File: config.mk
export PLATFORM = sky130hd
export DESIGN_NAME = adder_seq_ctrl_flat
export DESIGN_NICKNAME = d
export VERILOG_FILES = /design/src/rtl/adder_seq_ctrl_if.sv /design/src/rtl/adder_seq_ctrl.sv /design/src/flat_wrapper.sv
export SDC_FILE = /design/constraint.sdc
export NUM_CORES = 1
export LEC_CHECK = 0
export CAP_MARGIN = 0
export CORE_ASPECT_RATIO = 0.75
export CORE_UTILIZATION = 45
export CTS_CLUSTER_DIAMETER = 200
export CTS_CLUSTER_SIZE = 28
export DETAILED_ROUTE_END_ITERATION = 10
export GPL_TIMING_DRIVEN = 1
export PLACE_DENSITY = 0.74
export SYNTH_ARGS = -nofsm -noshare
export SYNTH_HDL_FRONTEND = slang
export SYNTH_SLANG_ARGS = --single-unit
export TNS_END_PERCENT = 30
File: constraint.sdc
create_clock -name clk -period 4.2 [get_ports clk]
set_input_delay 0.42 -clock clk [delete_from_list [all_inputs] [get_ports clk]]
set_output_delay 0.42 -clock clk [all_outputs]
set_load 0.005 [all_outputs]
File: src/rtl/adder_seq_ctrl_if.sv
// Operand, result and CLA-slice signals of the nibble-serial add/subtract sequencer.
// slave = the sequencer; master = issue logic, consumer and the external slice.
interface adder_seq_ctrl_if #(
  parameter int WIDTH = 32
);
  logic             in_valid;
  logic             in_ready;
  logic [WIDTH-1:0] a;
  logic [WIDTH-1:0] b;
  logic             sub;
  logic             out_valid;
  logic             out_ready;
  logic [WIDTH-1:0] result;
  logic             cout;
  logic             ovf;
  logic [3:0]       slice_x;
  logic [3:0]       slice_y;
  logic             slice_cin;
  logic [3:0]       slice_sum;
  logic             slice_cout;

  modport slave (
    input  in_valid, a, b, sub, out_ready, slice_sum, slice_cout,
    output in_ready, out_valid, result, cout, ovf, slice_x, slice_y, slice_cin
  );

  modport master (
    output in_valid, a, b, sub, out_ready, slice_sum, slice_cout,
    input  in_ready, out_valid, result, cout, ovf, slice_x, slice_y, slice_cin
  );
endinterface

File: src/rtl/adder_seq_ctrl.sv
// Multi-cycle WIDTH-bit add/subtract that time-shares one external 4-bit CLA slice,
// processing one nibble per cycle, least-significant nibble first.
module adder_seq_ctrl #(
  parameter int WIDTH = 32
) (
  input  logic                           clk,
  input  logic                           rst,
  adder_seq_ctrl_if.slave                bus,
  output logic [1:0]                     dbg_state,
  output logic [$clog2(WIDTH/4)-1:0]     dbg_idx
);
  localparam int N  = WIDTH / 4;
  localparam int IW = $clog2(N);
  localparam logic [IW-1:0] LAST_IDX = IW'(N - 1);

  typedef enum logic [1:0] {
    IDLE = 2'd0,
    RUN  = 2'd1,
    DONE = 2'd2
  } state_t;

  state_t           state;
  state_t           state_nx;
  logic [WIDTH-1:0] a_r;
  logic [WIDTH-1:0] b_r;
  logic [WIDTH-1:0] result_r;
  logic [IW-1:0]    idx;
  logic             cy;
  logic             cout_r;
  logic             ovf_r;
  logic [IW+1:0]    nib_lsb;

  // Handshakes: a transfer happens on a rising edge where valid & ready are both
  // high; ready/valid depend only on registered state, never on the partner's signal.
  assign bus.in_ready  = (state == IDLE);
  assign bus.out_valid = (state == DONE);
  assign bus.result    = result_r;
  assign bus.cout      = cout_r;
  assign bus.ovf       = ovf_r;
  assign dbg_state     = state;
  assign dbg_idx       = idx;
  assign nib_lsb       = {idx, 2'b00};

  always_ff @(posedge clk or posedge rst) begin
    if (rst) begin
      state <= IDLE;
    end else begin
      state <= state_nx;
    end
  end

  always_comb begin
    state_nx = state;
    case (state)
      IDLE:    if (bus.in_valid)          state_nx = RUN;
      RUN:     if (idx == LAST_IDX)       state_nx = DONE;
      DONE:    if (bus.out_ready)         state_nx = IDLE;
      default:                            state_nx = IDLE;
    endcase
  end

  // Slice operands are only meaningful while stepping; held at zero otherwise.
  always_comb begin
    bus.slice_x   = 4'h0;
    bus.slice_y   = 4'h0;
    bus.slice_cin = 1'b0;
    if (state == RUN) begin
      bus.slice_x   = a_r[nib_lsb +: 4];
      bus.slice_y   = b_r[nib_lsb +: 4];
      bus.slice_cin = cy;
    end
  end

  // B is stored pre-inverted and the carry seeded with sub, so subtraction
  // is A + ~B + 1 through the same add path.
  always_ff @(posedge clk or posedge rst) begin
    if (rst) begin
      a_r      <= '0;
      b_r      <= '0;
      result_r <= '0;
      idx      <= '0;
      cy       <= 1'b0;
      cout_r   <= 1'b0;
      ovf_r    <= 1'b0;
    end else begin
      case (state)
        IDLE: begin
          if (bus.in_valid) begin
            a_r <= bus.a;
            b_r <= bus.b ^ {WIDTH{bus.sub}};
            cy  <= bus.sub;
            idx <= '0;
          end
        end
        RUN: begin
          result_r[nib_lsb +: 4] <= bus.slice_sum;
          cy                     <= bus.slice_cout;
          idx                    <= idx + 1'b1;
          if (idx == LAST_IDX) begin
            cout_r <= bus.slice_cout;
            ovf_r  <= (a_r[WIDTH-1] == b_r[WIDTH-1]) &&
                      (bus.slice_sum[3] != a_r[WIDTH-1]);
          end
        end
        default: ;
      endcase
    end
  end
endmodule

File: src/flat_wrapper.sv
// flat-port wrapper written by rule: the top's interface ports become plain ports
module adder_seq_ctrl_flat 
#(
  parameter int WIDTH = 32
)
  (clk, rst, dbg_state, dbg_idx, bus_in_valid, bus_a, bus_b, bus_sub, bus_out_ready, bus_slice_sum, bus_slice_cout, bus_in_ready, bus_out_valid, bus_result, bus_cout, bus_ovf, bus_slice_x, bus_slice_y, bus_slice_cin);
  adder_seq_ctrl_if #(.WIDTH(WIDTH)) bus_i ();
  input  logic clk;
  input  logic rst;
  output logic [1:0] dbg_state;
  output logic [$clog2(WIDTH/4)-1:0] dbg_idx;
  input wire logic [$bits(bus_i.in_valid)-1:0] bus_in_valid;
  input wire logic [$bits(bus_i.a)-1:0] bus_a;
  input wire logic [$bits(bus_i.b)-1:0] bus_b;
  input wire logic [$bits(bus_i.sub)-1:0] bus_sub;
  input wire logic [$bits(bus_i.out_ready)-1:0] bus_out_ready;
  input wire logic [$bits(bus_i.slice_sum)-1:0] bus_slice_sum;
  input wire logic [$bits(bus_i.slice_cout)-1:0] bus_slice_cout;
  output wire logic [$bits(bus_i.in_ready)-1:0] bus_in_ready;
  output wire logic [$bits(bus_i.out_valid)-1:0] bus_out_valid;
  output wire logic [$bits(bus_i.result)-1:0] bus_result;
  output wire logic [$bits(bus_i.cout)-1:0] bus_cout;
  output wire logic [$bits(bus_i.ovf)-1:0] bus_ovf;
  output wire logic [$bits(bus_i.slice_x)-1:0] bus_slice_x;
  output wire logic [$bits(bus_i.slice_y)-1:0] bus_slice_y;
  output wire logic [$bits(bus_i.slice_cin)-1:0] bus_slice_cin;
  assign bus_i.in_valid = bus_in_valid;
  assign bus_i.a = bus_a;
  assign bus_i.b = bus_b;
  assign bus_i.sub = bus_sub;
  assign bus_i.out_ready = bus_out_ready;
  assign bus_i.slice_sum = bus_slice_sum;
  assign bus_i.slice_cout = bus_slice_cout;
  assign bus_in_ready = bus_i.in_ready;
  assign bus_out_valid = bus_i.out_valid;
  assign bus_result = bus_i.result;
  assign bus_cout = bus_i.cout;
  assign bus_ovf = bus_i.ovf;
  assign bus_slice_x = bus_i.slice_x;
  assign bus_slice_y = bus_i.slice_y;
  assign bus_slice_cin = bus_i.slice_cin;
  adder_seq_ctrl #(.WIDTH(WIDTH)) u_core (.clk(clk), .rst(rst), .bus(bus_i), .dbg_state(dbg_state), .dbg_idx(dbg_idx));
endmodule
==> results.tsv, run 1 <==
stage	metric	value	unit
sta	worst_slack	1180	ps
sta	timing.final.crit_share	71.8	%
sta	setup_tns	0	ps
critical_path	r2r_setup_slack	1620	ps
routing	wire_per_inst	17.2	µm
routing	drt_wl_total	11100	µm
job	maxCapViolCount	0	
global_routing	grt_pass1_vias	3445	
die	io_pins	124	
cts	htree_levels	3	
critical_path	rr_startpoint	u_core.dbg_idx[0]	
routing	drtAntennaViolNets	0	
global_routing	grt_overflow_total	0	
routing	viasPerCell	5.15	
critical_path	end_kind	primary output	
cts	clockBufferDepth	2	
synthesis	synth-warning-count	0	
global_routing	grt_max_degree	100	
synthesis	syn_area_per_cell	12.3	µm²
sta	rsz0062_at_grt	false	
sta	hold_viol	0	
cts	cts_resized	0	
final_layout	diodes	0	
placement	hpwl	7830	µm
placement	placed_cells	631	
pwr	p_sw	1.58	mW
synthesis	synth.net_count	476	
pwr	power.total	4.82	mW
sta	finClkSkew	2.91	ps
pwr	sequentialPowerShare	37.3	%
die	fp-row-count	32	
critical_path	critPathRequiredTime	3780	ps
min_path	hold_path_class	reg -> reg	
sta	relSlewSlack	16.4	%
critical_path	r2r_end	u_core.bus.result[8]	
critical_path	crit_path_start_kind	flop	
pwr	p_int	3.24	mW
pwr	ir_drop	0.000319	V
synthesis	synth-seq-area-share	53.3	%
final_layout	nets	585	
placement	placed_area	0.00618	mm²
die	start_util	46.9	%
sta	fin_crit	3020	ps
die	die_area	0.0113	mm²
outcome	run_status	finished clean	
sta	drv_slew	0	
critical_path	cp-endpoint	bus_slice_y[1]	
critical_path	critPathLaunch	u_core.dbg_state[0]	
cts	tritoncts	built	
sta	timing.fmax	0.332	GHz
cts	cts_setup_buffers	0	
cts	worstSkewPairLatency	340	ps
routing	remaining_drc_errors	0	
synthesis	synth-seq-cells	104	
final_layout	area_growth_syn_to_layout	32.7	%
critical_path	crit_arrival	2600	ps
pwr	leakage	2.76	nW
synthesis	synth.distinct_cells	30	
final_layout	fin_cells	647	
routing	drt_pass1_iterations	4	
placement	gp_congestion	0.751	
cts	root_buffer	clkbuf_16	
pwr	combPwrFrac	45.6	%
final_layout	drive_gt1_share	18.0	%
critical_path	r2r_cells	6	
synthesis	synthCells	397	
global_routing	grt_usage	20.9	%
routing	vias	3329	
die	die_w	122	µm
final_layout	fillers	863	
routing	drt_iter0_markers	198	
critical_path	path_class	reg -> out	
synthesis	syn_area	0.00488	mm²
pwr	sw_frac_of_total	32.7	%
final_layout	final_area	0.00648	mm²
cts	cts.clk_slew.worst_paths	70	ps
cts	cts_buffers	9	
sta	setup_viol	0	
die	die-height	92.2	µm
global_routing	grt_pass1_wl	17800	µm
placement	port-buffer-count	123	
die	coreArea	0.0104	mm²
cts	clock_sinks	104	
critical_path	crit_fanout	16	
placement	place_ws	1550	ps
sta	worst_pin_slew	1250	ps
pwr	clkPwrFrac	17.2	%
cts	ctsHoldBuffers	0	
global_routing	antenna_found_initial	0	
pwr	powerDensity	744	mW/mm²
[critical path, cell delays in order (launching register included)]
cell and delay, ps:
dfrtp_1 440, nor2b_1 1000, and3_1 310, clkdlybuf4s50_1 510
[cell type report]
cell class,count,area [µm²],share of cell area (%)
Timing Repair Buffer,125,1240,19.2
Clock inverter,7,70.1,1.08
Sequential cell,104,2600,40.2
Multi-Input combinational cell,261,2150,33.2
Tap cell,136,170,2.63
Inverter,5,21.3,0.328
Clock buffer,9,225,3.48
[through the flow]
step / hold slack (ps) / util [%]
finish: 482 / 62.2
global route: 496 / 62.2
CTS: 485 / 62.2
detailed placement: 469 / 59.4
global placement: 461 / 59.4
floorplan: 449 / -
[kinds of logic after synthesis]
| kind of cell | synth area share (%) |
|---|---|
| AND/OR/NAND/NOR | 7.79 |
| AO/OA/AOI/OAI | 6.74 |
| flip-flops | 53.3 |
| adder cells (fa/ha/maj) | 1.28 |
| multiplexers | 22.4 |
| buffers and inverters | 2.79 |
| XOR/XNOR | 5.74 |
[layer usage]
metal	vias up	global-route usage (%)	wire length, µm
met4	0	4.37	55
met1	1631	28.9	5170
met3	4	5.29	561
li1	1601	-	-
met5	-	0	0
met2	93	33.1	5340
[cell usage after synthesis]
library cell	instances	area, µm²
nor3b_1	1	7.51
dfrtp_1	104	2600
nand4b_1	1	8.76
buf_2	13	65.1
nor2b_1	4	25.0
o21ai_0	34	170
inv_1	5	18.8
mux2_4	8	120
mux2i_1	32	320
nand3b_1	1	7.51
nor2_1	3	11.3
a22oi_1	16	120
o22ai_1	1	6.26
and3_1	9	56.3
and2_1	3	18.8
xnor2_1	32	280
buf_1	2	7.51
nand4_1	1	6.26
clkbuf_1	12	45.0
mux2_2	58	653
nand2b_1	4	25.0
nand2_1	36	135
nor4_2	4	50.1
a221o_1	1	10.0
ha_1	5	62.6
o31ai_1	2	15.0
or4_1	2	15.0
nand3_1	1	5.00
or3b_1	1	8.76
o21bai_1	1	7.51
[flip-flops by register name (all words and copies together), names as in the netlist]
name / flops
u_core.cy: 1
u_core.dbg_state: 2
u_core.b_r: 32
u_core.bus.cout: 1
u_core.a_r: 32
u_core.bus.result: 32
u_core.bus.ovf: 1
u_core.dbg_idx: 3
[power groups by stage]
stage / combinational, mW / clock (mW) / sequential, mW
after floorplan: 1.31 / 0 / 1.75
after global placement: 2.15 / 0 / 1.78
after detailed placement: 2.20 / 0 / 1.81
after CTS: 2.22 / 0.844 / 1.80
after global routing: 2.40 / 0.887 / 1.86
final: 2.20 / 0.828 / 1.80
[placed cells by master, fill, tap and decap left out, drive strengths merged]
cell | netlist | layout
nand2 | 36 | 36
clkinvlp | 0 | 1
a22oi | 16 | 16
clkdlybuf4s50 | 0 | 122
and2 | 3 | 3
and3 | 9 | 9
o31ai | 2 | 2
nor2b | 4 | 4
mux2 | 66 | 66
or3b | 1 | 1
xnor2 | 32 | 32
nor2 | 3 | 3
ha | 5 | 5
nand2b | 4 | 4
or4 | 2 | 2
nand4b | 1 | 1
nand4 | 1 | 1
clkinv | 0 | 3
nor4 | 4 | 4
dfrtp | 104 | 104
clkbuf | 12 | 9
a221o | 1 | 1
o21ai | 34 | 34
bufinv | 0 | 1
buf | 15 | 3
nand3b | 1 | 1
o22ai | 1 | 1
o21bai | 1 | 1
inv | 5 | 7
nor3b | 1 | 1
nand3 | 1 | 1
mux2i | 32 | 32
[how the worst min path moves through the flow]
stage / startpoint / end / slack (ps) / cells after the start
after detailed placement: u_core.b_r[17] / u_core.b_r[17] / 470 / 2
after global routing: u_core.b_r[17] / u_core.b_r[17] / 500 / 2
final: u_core.b_r[4] / u_core.b_r[4] / 480 / 2
after CTS: u_core.b_r[17] / u_core.b_r[17] / 480 / 2
after floorplan: u_core.b_r[0] / u_core.b_r[0] / 450 / 2
after global placement: u_core.b_r[3] / u_core.b_r[3] / 460 / 2
Power figures use the tool's default switching activity.
==> inputs of run 2 (changes only) <==
CORE_UTILIZATION = 44   (was 45)
PLACE_DENSITY = 0.76   (was 0.74)
clock period = 2.7 ns   (was 4.2 ns; I/O delays follow)
==> run 2 against run 1 <==
Global-route usage is 1.1 points lower. Via count grew 0.93%. Critical path depth rose by 2. Register-to-register slack lost 1200 ps. Utilization decreased by 0.20 points. Largest cell class unchanged. Sequential cell count stayed put. Non-clock buffer count rose by 3.
==> results.tsv, run 2 (synthesized netlist as in run 1, its figures left out) <==
stage	metric	value	unit	change
placement	hpwl	7790	µm	-0.52%
min_path	hold_path_class	in -> async		
sta	rsz0062_at_grt	false		
critical_path	crit_chain	buf_6 -> mux2i_1 -> a22oi_1 -> and3_1 -> clkdlybuf4s50_1		
sta	setup_viol	0		unchanged
sta	timing.final.crit_share	92.1	%	
pwr	leakage	2.77	nW	+0.51%
outcome	run_status	finished clean		
die	die-height	93.2	µm	+1.1%
pwr	ir_drop	0.000440	V	+38%
cts	cts_resized	0		unchanged
critical_path	r2r_cells	6		unchanged
final_layout	fin_cells	650		+0.46%
sta	relSlewSlack	32.0	%	+16 points
cts	htree_levels	3		unchanged
die	coreArea	0.0105	mm²	+1.2%
critical_path	crit_slowest_cell	clkdlybuf4s50_1		
routing	drt_wl_total	10900	µm	-2.0%
critical_path	end_kind	primary output		
global_routing	grt_overflow_total	0		unchanged
critical_path	crit_path_start_kind	flop		
critical_path	r2r_setup_slack	420	ps	-1200 ps
placement	placed_area	0.00622	mm²	+0.59%
final_layout	multiInputGateArea	0.00216	mm²	+0.35%
job	maxCapViolCount	0		unchanged
sta	hold_viol	0		unchanged
final_layout	nets	588		+0.51%
routing	remaining_drc_errors	0		unchanged
routing	viasPerCell	5.17		+0.47%
final_layout	final_core_util	62.0	%	-0.20 points
routing	vias	3360		+0.93%
cts	worstSkewPairLatency	330	ps	about the same
final_layout	area_growth_syn_to_layout	33.8	%	
sta	fin_crit	2490	ps	
cts	cts_buffers	9		unchanged
sta	holdWs	433	ps	-49.7 ps
final_layout	fillers	837		-3.0%
critical_path	crit_fanout	36		+20
sta	setup_tns	0	ps	unchanged
die	fp-row-count	32		unchanged
final_layout	diodes	0		unchanged
final_layout	final_area	0.00653	mm²	+0.83%
critical_path	critPathRequiredTime	2430	ps	-1350 ps
cts	ctsHoldBuffers	0		unchanged
cts	clock_sinks	104		unchanged
global_routing	grt_usage	19.8	%	-1.1 points
global_routing	grt_max_degree	105		+5.0%
cts	cts.clk_slew.worst_paths	60	ps	about the same
final_layout	final_cell_mix	clkdlybuf4s50_1, dfrtp_1, mux2_2, nand2_1, o21ai_0		
global_routing	grt_pass1_vias	3399		-1.3%
global_routing	antenna_found_initial	0		unchanged
placement	port-buffer-count	123		unchanged
critical_path	r2r_end	u_core.bus.result[10]		
critical_path	crit_arrival	2220	ps	-380 ps
routing	drt_iter0_markers	173		-13%
sta	worst_pin_slew	1020	ps	-232 ps
cts	clockBufferDepth	2		unchanged
routing	drt_pass1_iterations	4		unchanged
final_layout	final_common_cell	clkdlybuf4s50_1		
critical_path	rr_startpoint	u_core.dbg_idx[0]		
sta	worst_slack	213	ps	-971 ps
sta	drv_slew	0		unchanged
global_routing	grt_pass1_wl	17300	µm	-2.8%
critical_path	path_class	reg -> out		
sta	finClkSkew	5.03	ps	+2.12 ps
cts	cts_setup_buffers	0		unchanged
sta	timing.fmax	0.402	GHz	
die	die_area	0.0115	mm²	+2.2%
placement	gp_congestion	0.806		+7.3%
die	start_util	46.4	%	-0.54 points
die	io_pins	124		unchanged
placement	place_ws	451	ps	-1100 ps
routing	drtAntennaViolNets	0		unchanged
final_layout	seqCellArea	0.00260	mm²	unchanged
die	die_w	124	µm	+1.1%
critical_path	critPathMaxStageDelay	500	ps	-500 ps
final_layout	drive_gt1_share	18.5	%	+0.48 points
routing	wire_per_inst	16.8	µm	-2.5%
pwr	power.total	7.56	mW	+57%
placement	placed_cells	634		+0.48%
cts	root_buffer	clkbuf_16		
cts	tritoncts	built		
pwr	powerDensity	1160	mW/mm²	+55%
[run 2: how the worst max path moves through the flow]
stage                      startpoint               endpoint  slack (ps)  cells after the start
global placement         bus_in_valid              u_core.cy         490                      4
detailed placement  u_core.dbg_idx[0]  u_core.bus.result[17]         450                      6
finish              u_core.dbg_idx[1]         bus_slice_x[1]         210                      5
CTS                 u_core.dbg_idx[1]         bus_slice_x[1]          30                      5
floorplan           u_core.dbg_idx[1]  u_core.bus.result[12]         230                      9
global route        u_core.dbg_idx[1]         bus_slice_x[1]         110                      5
[run 2: area by class of cell]
class	count	area share, %
Multi-Input combinational cell	261	33.0
Clock buffer	14	4.04
Timing Repair Buffer	128	19.6
Clock inverter	2	0.574
Tap cell	136	2.60
Inverter	5	0.345
Sequential cell	104	39.9
[run 2: worst max-delay path, delay by kind of cell, from the launching register on]
kind,cells,cell delay [ps]
compound gates,1,240
flops,1,360
mux,1,180
buf+inv,2,880
simple gates,1,210
[run 2: power by group]
part           switching (mW)  internal [mW]
sequential              0.445           2.34
combinational            1.46           2.02
clock                   0.517          0.770
[run 2: routing by layer]
metal	up-vias	GRT usage (%)	share of wire [%]
met5	-	0	0
met2	97	31.1	46
met3	19	4.51	5.8
li1	1607	-	-
met4	0	6.22	2.0
met1	1637	27.1	46
==> inputs of run 3 (changes only) <==
CORE_ASPECT_RATIO = 1.75   (was 0.75)
CTS_CLUSTER_SIZE = 24   (was 28)
==> run 3 against run 2 <==
Design area did not move. Wire length is 1.9% higher. Sequential share of layout area stayed put. Largest power group unchanged. Highest routed layer unchanged.
==> results.tsv, run 3 (synthesized netlist as in run 1, its figures left out) <==
stage	metric	value	unit	change
die	die_w	81.6	µm	-34%
job	maxCapViolCount	0		unchanged
sta	hold_viol	0		unchanged
global_routing	grt_pass1_vias	3463		+1.9%
die	io_pins	124		unchanged
final_layout	area_growth_syn_to_layout	33.8	%	unchanged
critical_path	crit_fanout	12		-67%
sta	drv_slew	0		unchanged
outcome	run_status	finished clean		
cts	cts.clk_slew.worst_paths	70	ps	about the same
critical_path	end_kind	primary output		
sta	timing.final.crit_share	93.3	%	+1.2 points
placement	placed_cells	631		-0.47%
routing	wire_per_inst	17.2	µm	+2.3%
routing	remaining_drc_errors	0		unchanged
routing	drt_wl_total	11100	µm	+1.9%
die	coreArea	0.0108	mm²	+2.2%
critical_path	crit_path_start_kind	flop		
sta	finClkSkew	9.92	ps	+4.89 ps
final_layout	diodes	0		unchanged
sta	fin_crit	2520	ps	+31.2 ps
placement	port-buffer-count	123		unchanged
cts	root_buffer	clkbuf_16		
die	die-height	141	µm	+52%
cts	cts_buffers	9		unchanged
pwr	ir_drop	0.000628	V	+43%
final_layout	fillers	904		+8.0%
pwr	sequentialPowerShare	36.6	%	-0.3 points
routing	viasPerCell	5.14		-0.55%
cts	worstSkewPairLatency	350	ps	+20 ps
pwr	combPwrFrac	46.0	%	about the same
routing	drtAntennaViolNets	0		unchanged
min_path	hold_path_class	in -> async		
global_routing	antenna_found_initial	0		unchanged
routing	vias	3326		-1.0%
final_layout	final_cell_mix	clkdlybuf4s50_1, dfrtp_1, mux2_2, nand2_1, o21ai_0		
cts	clockBufferDepth	2		unchanged
final_layout	multiInputGateArea	0.00215	mm²	-0.23%
final_layout	seqCellArea	0.00260	mm²	unchanged
sta	timing.fmax	0.397	GHz	-1.2%
critical_path	path_class	reg -> out		
final_layout	final_common_cell	clkdlybuf4s50_1		
pwr	power.total	7.62	mW	+0.86%
global_routing	grt_usage	20.5	%	+0.70 points
sta	relSlewSlack	40.8	%	+8.8 points
pwr	leakage	2.78	nW	+0.42%
cts	ctsHoldBuffers	0		unchanged
cts	tritoncts	built		
cts	clock_sinks	104		unchanged
pwr	clkPwrFrac	17.4	%	+0.4 points
placement	gp_congestion	0.831		+3.0%
die	fp-row-count	50		+56%
critical_path	critPathRequiredTime	2430	ps	about the same
final_layout	drive_gt1_share	19.1	%	+0.67 points
pwr	p_int	5.13	mW	about the same
die	die_area	0.0115	mm²	+0.10%
pwr	sw_frac_of_total	32.6	%	+0.62 points
routing	drt_iter0_markers	115		-34%
pwr	powerDensity	1170	mW/mm²	+0.86%
critical_path	r2r_setup_slack	510	ps	+90 ps
placement	hpwl	8370	µm	+7.4%
sta	setup_viol	0		unchanged
sta	holdWs	482	ps	+49.7 ps
global_routing	grt_overflow_total	0		unchanged
sta	rsz0062_at_grt	false		
final_layout	nets	591		+0.51%
global_routing	grt_max_degree	70		-33%
critical_path	crit_arrival	2250	ps	+30 ps
sta	setup_tns	0	ps	unchanged
die	start_util	45.4	%	-0.99 points
final_layout	fin_cells	647		-0.46%
routing	drt_pass1_iterations	4		unchanged
cts	htree_levels	3		unchanged
pwr	p_sw	2.49	mW	+2.8%
global_routing	grt_pass1_wl	17300	µm	+0.20%
sta	worst_pin_slew	887	ps	-132 ps
run 3: layout make-up:
cell class                 count  share of cell area, %
multi-input combinational    261                   32.9
sequential                   104                   39.9
clock buffer                  11                   3.87
timing repair buffer         131                   19.7
tap                          130                   2.49
clock inverter                 5                  0.843
inverter                       5                  0.345
run 3: timing repair:
| item | CTS | global route |
|---|---|---|
| endpoints found under the setup margin | 0 | 6 |
| buffers inserted | 0 | 0 |
| gates resized for setup | 0 | 1 |
run 3: routing by layer:
metal	track usage, %	part of all wire, %
met1	22.2	39
met2	37.5	55
met3	4.24	4.8
met4	8.40	1.8
met5	0	0
run 3: worst max-delay path, cell delays in order (launching register included):
cell and delay, ps:
dfrtp_1 350, buf_4 190, nor2b_1 490, a22oi_1 180, and3_1 240, clkdlybuf4s50_1 440
run 3: power groups by stage:
stage / combinational [mW] / clock, mW / sequential, mW
2_1_floorplan: 2.04 / 0 / 2.72
4_1_cts: 3.56 / 1.35 / 2.79
3_5_place_dp: 3.53 / 0 / 2.82
6_report: 3.51 / 1.33 / 2.79
3_3_place_gp: 3.44 / 0 / 2.76
5_1_grt: 3.84 / 1.42 / 2.88
run 3: through the flow:
step / area, µm² / worst slack [ps] / util, %
6_report: 6530 / 181 / 60.7
3_5_place_dp: 6220 / 403 / 57.8
4_1_cts: 6530 / 18.5 / 60.7
5_1_grt: 6530 / 50.0 / 60.7
2_1_floorplan: 4890 / 234 / -
3_3_place_gp: 6220 / 418 / 57.8
run 3: worst paths after layout:
kind	start	end	depth (start not counted)
max in group asynchronous	rst	u_core.dbg_idx[1]	3
setup / recovery	u_core.dbg_idx[0]	bus_slice_y[0]	5
hold reg to reg	u_core.b_r[13]	u_core.b_r[13]	2
min in group clk	u_core.b_r[13]	u_core.b_r[13]	2
setup reg to reg	u_core.dbg_idx[0]	u_core.bus.result[19]	6
hold / removal	rst	u_core.a_r[15]	3
